==> config.mk <==
export PLATFORM = sky130hd
export DESIGN_NAME = digital_monitor_ctr
export DESIGN_NICKNAME = d
export VERILOG_FILES = /design/src/rtl/digital_monitor_ctr.sv
export SDC_FILE = /design/constraint.sdc
export NUM_CORES = 1
export LEC_CHECK = 0
export BUFFER_PORTS_ARGS = -buffer_cell sky130_fd_sc_hd__buf_2
export CORE_AREA = 2 2 188 190
export CTS_BUF_LIST = sky130_fd_sc_hd__clkbuf_4
export DETAILED_ROUTE_END_ITERATION = 8
export DIE_AREA = 0 0 190 192
export GPL_TIMING_DRIVEN = 0
export PLACE_DENSITY = 0.42
export SYNTH_ARGS = -nofsm -noshare
export SYNTH_HDL_FRONTEND = slang
export SYNTH_SLANG_ARGS = --single-unit
export TNS_END_PERCENT = 10
==> constraint.sdc <==
create_clock -name clk -period 3.45 [get_ports clk]
set_input_delay 1.035 -clock clk [delete_from_list [all_inputs] [get_ports clk]]
set_output_delay 1.035 -clock clk [all_outputs]
set_load 0.05 [all_outputs]
==> src/rtl/digital_monitor_ctr.sv <==
// digital_monitor_ctr
//   Routes one per-channel (vector) or chip-global (scalar) digital signal to
//   the digital monitor pad. The selected signal can go out directly, as a
//   stretched pulse, as a toggle or as a sticky flag. A saturating counter
//   counts its rising edges for read-back through configuration.
//
// Ports
//   clk             system clock
//   reset           synchronous, active-high reset
//   monitor_enable  enables the output stage and the event counter
//   monitor_select  source select (vector sources first, then scalar sources)
//   monitor_chan    channel select for vector sources
//   monitor_mode    00 direct, 01 stretch, 10 toggle, 11 sticky
//   stretch_len     extra high cycles in stretch mode
//   count_clear     clears event_count, count_overflow and the sticky flag
//   vec_src         source s, channel c at bit s*NUM_CHANNELS+c
//   scl_src         scalar sources
//   digital_monitor registered monitor output
//   event_count     saturating count of rising edges on the selected signal
//   count_overflow  sticky saturation flag
module digital_monitor_ctr #(
  parameter int NUM_CHANNELS = 64,
  parameter int CHAN_W       = $clog2(NUM_CHANNELS),
  parameter int NUM_VEC_SRC  = 7,
  parameter int NUM_SCL_SRC  = 4,
  parameter int SEL_W        = 4,
  parameter int STRETCH_W    = 4,
  parameter int CNT_W        = 16
) (
  input  logic                                clk,
  input  logic                                reset,
  input  logic                                monitor_enable,
  input  logic [SEL_W-1:0]                    monitor_select,
  input  logic [CHAN_W-1:0]                   monitor_chan,
  input  logic [1:0]                          monitor_mode,
  input  logic [STRETCH_W-1:0]                stretch_len,
  input  logic                                count_clear,
  input  logic [NUM_VEC_SRC*NUM_CHANNELS-1:0] vec_src,
  input  logic [NUM_SCL_SRC-1:0]              scl_src,
  output logic                                digital_monitor,
  output logic [CNT_W-1:0]                    event_count,
  output logic                                count_overflow
);

  typedef enum logic [1:0] {
    MODE_DIRECT  = 2'b00,
    MODE_STRETCH = 2'b01,
    MODE_TOGGLE  = 2'b10,
    MODE_STICKY  = 2'b11
  } mode_e;

  localparam logic [CNT_W-1:0] CNT_MAX = '1;

  // Source mux built as an AND-OR tree: each source bit is gated by its own
  // select/channel decode. Unused select codes and out-of-range channels
  // match no term, so the mux output is 0 for them.
  logic [NUM_VEC_SRC*NUM_CHANNELS-1:0] vec_hit;
  logic [NUM_SCL_SRC-1:0]              scl_hit;
  logic                                mux_out;

  for (genvar gi = 0; gi < NUM_VEC_SRC; gi++) begin : g_vec_src
    for (genvar gj = 0; gj < NUM_CHANNELS; gj++) begin : g_vec_chan
      assign vec_hit[gi*NUM_CHANNELS+gj] = vec_src[gi*NUM_CHANNELS+gj]
                                           & (monitor_select == SEL_W'(gi))
                                           & (monitor_chan == CHAN_W'(gj));
    end
  end

  for (genvar gi = 0; gi < NUM_SCL_SRC; gi++) begin : g_scl_src
    assign scl_hit[gi] = scl_src[gi] & (monitor_select == SEL_W'(NUM_VEC_SRC + gi));
  end

  assign mux_out = (|vec_hit) | (|scl_hit);

  // State
  logic                 s1_q, s1d_q, blank_q;
  logic [SEL_W-1:0]     sel_prev_q;
  logic [CHAN_W-1:0]    chan_prev_q;
  logic [1:0]           mode_prev_q;
  logic                 dm_q, dm_d;
  logic [STRETCH_W-1:0] scnt_q, scnt_d;
  logic                 tog_q, tog_d;
  logic                 stk_q, stk_d;
  logic [CNT_W-1:0]     cnt_q, cnt_d;
  logic                 ovf_q, ovf_d;

  logic rise, cfg_change, mode_change;

  // cfg_change is seen in the cycle the new select/chan is applied; it is
  // registered into blank_q on the same edge that s1 captures the first
  // sample of the new source, so that sample can never look like an edge.
  assign cfg_change  = (monitor_select != sel_prev_q) || (monitor_chan != chan_prev_q);
  assign mode_change = (monitor_mode != mode_prev_q);
  assign rise        = s1_q & ~s1d_q & ~blank_q;

  // Output stage next state. dm takes the updated toggle/sticky value so
  // that every mode responds two cycles after the input.
  always_comb begin
    scnt_d = scnt_q;
    tog_d  = tog_q;
    stk_d  = stk_q;
    dm_d   = 1'b0;
    if (!monitor_enable || mode_change) begin
      scnt_d = '0;
      tog_d  = 1'b0;
      stk_d  = 1'b0;
    end else begin
      case (mode_e'(monitor_mode))
        MODE_DIRECT: dm_d = s1_q;
        MODE_STRETCH: begin
          if (rise) begin
            dm_d   = 1'b1;
            scnt_d = stretch_len;
          end else if (scnt_q != '0) begin
            dm_d   = 1'b1;
            scnt_d = scnt_q - STRETCH_W'(1);
          end
        end
        MODE_TOGGLE: begin
          if (rise) tog_d = ~tog_q;
          dm_d = tog_d;
        end
        MODE_STICKY: begin
          if (rise) stk_d = 1'b1;
          if (count_clear) stk_d = 1'b0;
          dm_d = stk_d;
        end
        default: dm_d = 1'b0;
      endcase
    end
    if (count_clear) stk_d = 1'b0;
  end

  // Saturating event counter; a clear beats a coincident edge.
  always_comb begin
    cnt_d = cnt_q;
    ovf_d = ovf_q;
    if (count_clear) begin
      cnt_d = '0;
      ovf_d = 1'b0;
    end else if (monitor_enable && rise) begin
      if (cnt_q == CNT_MAX) ovf_d = 1'b1;
      else                  cnt_d = cnt_q + CNT_W'(1);
    end
  end

  always_ff @(posedge clk) begin
    if (reset) begin
      s1_q        <= 1'b0;
      s1d_q       <= 1'b0;
      blank_q     <= 1'b0;
      sel_prev_q  <= '0;
      chan_prev_q <= '0;
      mode_prev_q <= '0;
      dm_q        <= 1'b0;
      scnt_q      <= '0;
      tog_q       <= 1'b0;
      stk_q       <= 1'b0;
      cnt_q       <= '0;
      ovf_q       <= 1'b0;
    end else begin
      // s1/s1d track even while disabled so re-enabling sees no false edge.
      s1_q        <= mux_out;
      s1d_q       <= s1_q;
      blank_q     <= cfg_change;
      sel_prev_q  <= monitor_select;
      chan_prev_q <= monitor_chan;
      mode_prev_q <= monitor_mode;
      dm_q        <= dm_d;
      scnt_q      <= scnt_d;
      tog_q       <= tog_d;
      stk_q       <= stk_d;
      cnt_q       <= cnt_d;
      ovf_q       <= ovf_d;
    end
  end

  assign digital_monitor = dm_q;
  assign event_count     = cnt_q;
  assign count_overflow  = ovf_q;

endmodule

==> summary.md, run 1 <==
| Metric | Value |
|---|---|
| Core area | `34300 µm²` |
| Fin crit period | `3460 ps` |
| Die Wd | `190 µm` |
| Flop-to-flop setup slack | `620 ps` |
| Clk pin slew, worst setup/hold paths | `130 ps` |
| Later-pin clock latency in the skew report | `370 ps` |
| Reg2Reg Depth | `6` |
| Buffers on Ports | `483` |
| Die area | `36500 µm²` |
| Period utilization | `100%` |
| Peak VDD IR | `165 µV` |
| Clk sinks | `39` |
| Final Hold Viols | `0` |
| Setup TNS | `-8.06 ps` |
| Via count | `9657` |
| Max transition margin | `23.2%` |
| Setup crit start kind | `primary input` |
| Failing checks | `negative setup slack` |
| Max Clock Skew | `19.0 ps` |
| Fin. max-slew vios | `0` |
| Fin nets | `1773` |
| Area leader, netlist | `dfxtp_1` |
| Number of global-route vias before repair | `9802` |
| Crit path capture type | `flip-flop` |
| Final WS setup | `-8.06 ps` |
| Initial DRC count | `764` |
| Share of cells above drive strength 1 | `51.0%` |
| Register area share after synthesis | `13.8%` |
| Worst Setup SP | `monitor_chan[0]` |
| Antenna Violating Nets Remaining | `0` |
| CTS tree | `yes` |
| Critical path capture point | `s1_q$_SDFF_PP0_` |
| Post-Syn Nets | `1261` |
| Most common cell in the synthesized netlist | `nand3_1` |
| Synth warn | `0` |
| Synth top area share | `13.8%` |
| Largest net degree at the start of global routing | `14` |
| Drt first pass iters | `8` |
| Cts hold-fix bufs | `0` |
| Final setup viols | `1` |
| Post-DR vias/cell | `5.47` |
| Max cap viols | `0` |
| DRC Markers | `0` |
| Mean Syn Cell Area | `7.21 µm²` |
| Area delta synth->final | `70.1%` |
| Netlist cell types | `77` |
| Layout fillers | `3937` |
| Placed cells | `1730` |
| Rows | `68` |
| Max Clock Freq | `0.289 GHz` |
| Cts bufs inserted | `5` |
| WHS Path Cells | `1` |
| Worst-margin pin slew | `1140 ps` |
| Initial Util | `16.5%` |
| Total leakage power | `0.00425 µW` |
| Flops & latches, synth | `39` |
| WP data arrival | `3760 ps` |
| RSZ-0062 raised after global routing | `no` |
| First-pass GRT wire length | `74700 µm` |
| DR WL/cell | `31.8 µm` |
| Cells after synthesis | `786` |
| Ys flop type | `dfxtp_1` |
| Commonest cells post-synth | `81 x nand3_1, 57 x a22oi_1, 54 x a32oi_1` |
| Classification of the worst setup path | `in -> reg` |
| Detailed Place HPWL | `45500 µm` |
| Post-synth EDFFs | `0` |
| Hold crit path type | `reg -> reg` |
| Final GP Congestion | `0.951` |
| Synth area leaders | `dfxtp_1 14%, a32oi_1 8.3%, a22oi_1 7.5%` |
| Async SR Flop Fraction | `0%` |
| Final WL | `56200 µm` |
| Grt ovf | `0` |
| Clk root buf | `clkbuf_4` |
| I/O pins | `490` |
| P per Cell Area | `172 nW/µm²` |
| Die height | `192 µm` |
| Initial antenna violation count | `13` |
| CP Max Fanout | `10` |
| CP required | `3750 ps` |
| Outcome | `complete, but fails checks` |
| R2R Path End | `scnt_q[2]$_SDFFE_PP0P_` |
| Fin cells | `1765` |
| Gr usage total | `29.4%` |
| Max H-tree Level | `2` |
| Max clock buf depth | `2` |
| Syn Std Cell Area | `5670 µm²` |
| RR Startpoint | `s1_q$_SDFF_PP0_` |
| Final Util | `28.1%` |
==> per-stage QoR <==
stage | hold WS [ps] | area [µm²] | setup WS (ps) | total power, µW
floorplan | 453 | 5670 | 127 | 747
global placement | 481 | 8660 | -2170 | 1240
detailed placement | 492 | 8740 | -1670 | 1240
CTS | 512 | 9500 | 9.02 | 1640
global route | 526 | 9640 | 1.39 | 1730
finish | 506 | 9640 | -8.06 | 1650
==> power breakdown <==
| part | switching, µW | total [µW] | leakage (µW) | internal, µW |
|---|---|---|---|---|
| registers | 4.79 | 466 | 0.000318 | 461 |
| clock network | 169 | 321 | 0.0000452 | 153 |
| logic | 482 | 868 | 0.00389 | 386 |
| total | 655 | 1650 | 0.00425 | 999 |
==> layer usage <==
layer | vias to the layer above | share of wire [%] | GRT usage, % | wire, µm
met5 | - | 0.039 | 0 | 22
met4 | 4 | 4.6 | 13.2 | 2560
met3 | 131 | 7.5 | 5.76 | 4230
met2 | 618 | 48 | 49.9 | 26900
met1 | 4696 | 40 | 35.9 | 22500
li1 | 4208 | - | - | -
==> worst max-delay path, cell delays in order <==
cell and delay (ps):
buf_2 140, buf_12 160, nor4bb_4 500, clkbuf_4 460, clkbuf_2 430, a221oi_1 140
o21ai_0 360, o311ai_1 150, nand4_1 160, o41a_1 200
==> flip-flops by register name, summed over array words and instances (netlist names) <==
signal           flops
tog_q                1
count_overflow       1
s1d_q                1
digital_monitor      1
mode_prev_q          2
scnt_q               4
blank_q              1
sel_prev_q           4
stk_q                1
chan_prev_q          6
event_count         16
s1_q                 1
==> cell type report <==
type	count	area, µm²	share of cell area (%)
Multi-Input combinational cell	659	4860	50.4
Timing Repair Buffer	506	2640	27.4
Sequential cell	39	781	8.10
Buffer	81	667	6.91
Tap cell	455	569	5.90
Clock inverter	3	43.8	0.454
Clock buffer	5	37.5	0.389
Antenna cell	11	27.5	0.285
Inverter	6	22.5	0.234
==> cell usage in the layout, fill, tap and decap left out, types with 5 or more instances in the layout <==
cell type	count
nor3_1	14
buf_12	6
xnor2_1	7
nor4_1	6
diode_2	11
nor2b_4	5
buf_6	17
and3_1	15
nand4_1	41
nor4_2	6
dfxtp_1	39
inv_1	6
clkbuf_4	10
a222oi_1	5
nor2_1	47
mux2i_1	24
a32o_1	6
clkbuf_1	14
nand3_1	80
clkbuf_8	6
a32oi_1	50
o211ai_1	5
a22oi_1	52
clkbuf_2	20
o21ai_0	18
buf_4	27
a22o_1	15
a31oi_1	18
nand2_1	38
xor2_1	19
a21oi_1	29
a22oi_2	5
mux2_2	8
o21ai_1	5
nor2b_1	18
buf_2	487
==> how the worst min path moves through the flow <==
stage / startpoint / end / slack (ps)
6_report: s1_q$_SDFF_PP0_ / s1d_q$_SDFF_PP0_ / 510
5_1_grt: s1_q$_SDFF_PP0_ / s1d_q$_SDFF_PP0_ / 530
4_1_cts: s1_q$_SDFF_PP0_ / s1d_q$_SDFF_PP0_ / 510
3_5_place_dp: s1_q$_SDFF_PP0_ / s1d_q$_SDFF_PP0_ / 490
3_3_place_gp: event_count[9]$_SDFFE_PP0P_ / event_count[9]$_SDFFE_PP0P_ / 480
2_1_floorplan: s1_q$_SDFF_PP0_ / s1d_q$_SDFF_PP0_ / 450
==> timing repair <==
item,CTS,global route
setup buffers,16,0
endpoints found under the setup margin,1,1
gates cloned,1,0
pin swaps,17,18
gates resized for setup,170,39
==> cell families (layout without fill, tap and decap cells) <==
family                     after synthesis  after routing  share of synthesized area (%)
muxes                                   34             34                           6.20
and+or+nand+nor                        338            338                           33.4
other                                    0             11                              0
xor gates and xnor gates                26             26                           4.02
DFF                                     39             39                           13.8
AOI/OAI and AO/OA                      258            258                           34.4
adders and majority gates                3              3                          0.662
buffers and inverters                   88            601                           7.48
(Power assumes the default switching activity.)
==> run 2: changes to the inputs <==
==> constraint.sdc (replaced) <==
create_clock -name clk -period 3.45 [get_ports clk]
set_input_delay 0.345 -clock clk [delete_from_list [all_inputs] [get_ports clk]]
set_output_delay 0.345 -clock clk [all_outputs]
set_load 0.05 [all_outputs]
==> run 2 against run 1 <==
Against the previous run:
- the run now ends clean
- critical path depth rose by 2
- sequential cell count did not move
- clock skew fell by 0.81 ps
- largest power group unchanged
==> summary.md, run 2 (same netlist as run 1, synthesis figures left out) <==
| Metric | Value |
|---|---|
| Max H-tree Level | `2 (unchanged)` |
| Via count | `9665 (+0.083%)` |
| Initial antenna violation count | `13 (unchanged)` |
| Setup TNS | `0 ps (+8.06 ps)` |
| Clk sinks | `39 (unchanged)` |
| CP delay by family, top | `buffers and inverters` |
| Share of cells above drive strength 1 | `44.4% (-6.5 points)` |
| RSZ-0062 raised after global routing | `no` |
| Rows | `68 (unchanged)` |
| CP Max Fanout | `10 (unchanged)` |
| Crit-path cells | `buf_2, buf_4, buf_2, nor4bb_2, clkbuf_1, a22oi_1, a21oi_1, a21oi_1, nand3_1, o21ai_1, nand4_1, o41a_1` |
| Gr usage total | `29.2% (-0.18 points)` |
| Post-place setup slack | `-979 ps (+690 ps)` |
| Final GP Congestion | `0.951 (unchanged)` |
| Die height | `192 µm (unchanged)` |
| Crit path capture type | `flip-flop` |
| Cts bufs inserted | `5 (unchanged)` |
| Reg power frac | `29.5% (+1.3 points)` |
| Max FFs per register | `16 (unchanged)` |
| Reg2Reg Depth | `6 (unchanged)` |
| Antenna Violating Nets Remaining | `0 (unchanged)` |
| Top Usage Layer GRT | `met2` |
| Max transition margin | `1.44% (-22 points)` |
| RR Startpoint | `s1_q$_SDFF_PP0_` |
| CP required | `3760 ps (about the same)` |
| Comb power frac | `50.0% (-2.4 points)` |
| Worst-margin pin slew | `1480 ps (+335 ps)` |
| Hold crit path type | `in -> reg` |
| DRC Markers | `0 (unchanged)` |
| Worst Hold End | `scnt_q[0]$_SDFFE_PP0P_` |
| Fin nets | `1757 (-0.90%)` |
| Post-DR vias/cell | `5.52 (+0.94%)` |
| Detailed Place HPWL | `45500 µm (unchanged)` |
| Final WS setup | `32.4 ps (+40.4 ps)` |
| Die Wd | `190 µm (unchanged)` |
| Layout fillers | `3998 (+1.5%)` |
| Min Hold Slack | `215 ps (-292 ps)` |
| Max clock buf depth | `2 (unchanged)` |
| Core area | `34300 µm² (unchanged)` |
| R2R Path End | `scnt_q[2]$_SDFFE_PP0P_` |
| Largest stage delay on the critical path | `890 ps (+390 ps)` |
| Outcome | `finished, final reports clean` |
| Drt first pass iters | `5 (-3)` |
| Critical-path top delay cell | `clkbuf_1` |
| Clock share of power | `20.5% (+1.1 points)` |
| Number of global-route vias before repair | `9652 (-1.5%)` |
| Cts hold-fix bufs | `0 (unchanged)` |
| Buffers on Ports | `483 (unchanged)` |
| Most frequent cells in the layout | `497 x buf_2, 81 x nand3_1, 57 x a22oi_1` |
| Internal power | `945 µW (-5.5%)` |
| Max Clock Freq | `0.293 GHz (+1.2%)` |
| Die area | `36500 µm² (unchanged)` |
| Later-pin clock latency in the skew report | `370 ps (about the same)` |
| CTS tree | `yes` |
| Initial Util | `16.5% (unchanged)` |
| M2 GR Usage | `49.8% (-0.056 points)` |
| Worst Min Path Start | `stretch_len[0]` |
| Met3 Track Usage GR | `4.93% (-0.82 points)` |
| Grt ovf | `0 (unchanged)` |
| CP bufs+invs | `4 (unchanged)` |
| Fin. max-slew vios | `0 (unchanged)` |
| Clk pin slew, worst setup/hold paths | `140 ps (about the same)` |
| Setup crit start kind | `primary input` |
| Total leakage power | `0.00388 µW (-8.7%)` |
| WHS Path Cells | `3 (+2)` |
| Final setup viols | `0 (-1)` |
| Period utilization | `99.1% (-1.2 points)` |
| I/O pins | `490 (unchanged)` |
| Sw frac | `40.2% (+0.62 points)` |
| Peak VDD IR | `165 µV (about the same)` |
| Area delta synth->final | `57.6%` |
| First-pass GRT wire length | `73900 µm (-1.1%)` |
| Clk root buf | `clkbuf_4` |
| P per Cell Area | `177 nW/µm² (+3.1%)` |
| WP data arrival | `3730 ps (-30 ps)` |
| Final Hold Viols | `0 (unchanged)` |
| Final WL | `56100 µm (-0.27%)` |
| Max Clock Skew | `18.2 ps (-0.807 ps)` |
| Met1 Track Usage GR | `36.0% (+0.16 points)` |
| Switching power | `636 µW (-3.0%)` |
| Most common cell after layout, fill and taps aside | `buf_2` |
| Initial DRC count | `836 (+9.4%)` |
| DR WL/cell | `32.0 µm (+0.59%)` |
| Fin crit period | `3420 ps (-40.4 ps)` |
| Largest net degree at the start of global routing | `14 (unchanged)` |
| Max cap viols | `0 (unchanged)` |
| Flop-to-flop setup slack | `580 ps (-40 ps)` |
| Classification of the worst setup path | `in -> reg` |
-- run 2: cell type report --
cell class / count / area [µm²] / share of cell area, %
diodes: 12 / 30.0 / 0.336
plain buffers: 82 / 435 / 4.87
flip-flops and latches: 39 / 781 / 8.74
clock inverters: 3 / 43.8 / 0.490
well taps: 455 / 569 / 6.37
inverters: 6 / 22.5 / 0.252
repair buffers: 489 / 2460 / 27.6
multi-input cells: 659 / 4550 / 50.9
clock buffers: 5 / 37.5 / 0.420
-- run 2: worst min-delay path, delay by kind of cell --
kind	cells	cell delay [ps]
buffers and inverters	1	90
AOI/OAI and AO/OA	1	60
and+or+nand+nor	1	50
-- run 2: what timing repair did --
| action | CTS | global route |
|---|---|---|
| cloned | 0 | 0 |
| buffers inserted | 0 | 0 |
| gates resized for setup | 15 | 22 |
| setup endpoints to repair | 1 | 1 |
| hold endpoints to repair | 0 | 0 |
-- run 2: metrics by stage --
| step | utilization, % | power, µW | cell area, µm² | cells |
|---|---|---|---|---|
| after CTS | 25.9 | 1580 | 8880 | 1738 |
| after global placement | 25.2 | 1240 | 8660 | 1724 |
| after floorplan | - | 747 | 5670 | 786 |
| after global routing | 26.0 | 1650 | 8920 | 1746 |
| final | 26.1 | 1580 | 8930 | 1750 |
| after detailed placement | 25.5 | 1240 | 8740 | 1730 |
-- run 2: worst max path at each step --
stage	start	end	slack, ps	cells past startpoint
floorplan	monitor_chan[1]	s1_q$_SDFF_PP0_	820	10
global placement	monitor_chan[4]	s1_q$_SDFF_PP0_	-1480	11
detailed placement	monitor_chan[0]	s1_q$_SDFF_PP0_	-980	10
CTS	monitor_chan[4]	s1_q$_SDFF_PP0_	10	10
global route	monitor_chan[0]	s1_q$_SDFF_PP0_	0.8	12
finish	monitor_chan[0]	s1_q$_SDFF_PP0_	30	12
-- run 2: power groups by stage --
| stage | registers, µW | clock network [µW] | logic, µW |
|---|---|---|---|
| floorplan | 476 | 0 | 271 |
| global placement | 476 | 0 | 762 |
| detailed placement | 476 | 0 | 769 |
| CTS | 466 | 333 | 776 |
| global route | 467 | 353 | 828 |
| finish | 466 | 325 | 790 |
-- run 2: metal layers --
metal	vias to the layer above	share of wire, %
li1	4174	-
met2	623	48
met5	-	0.039
met1	4728	39
met4	4	4.9
met3	136	8.1
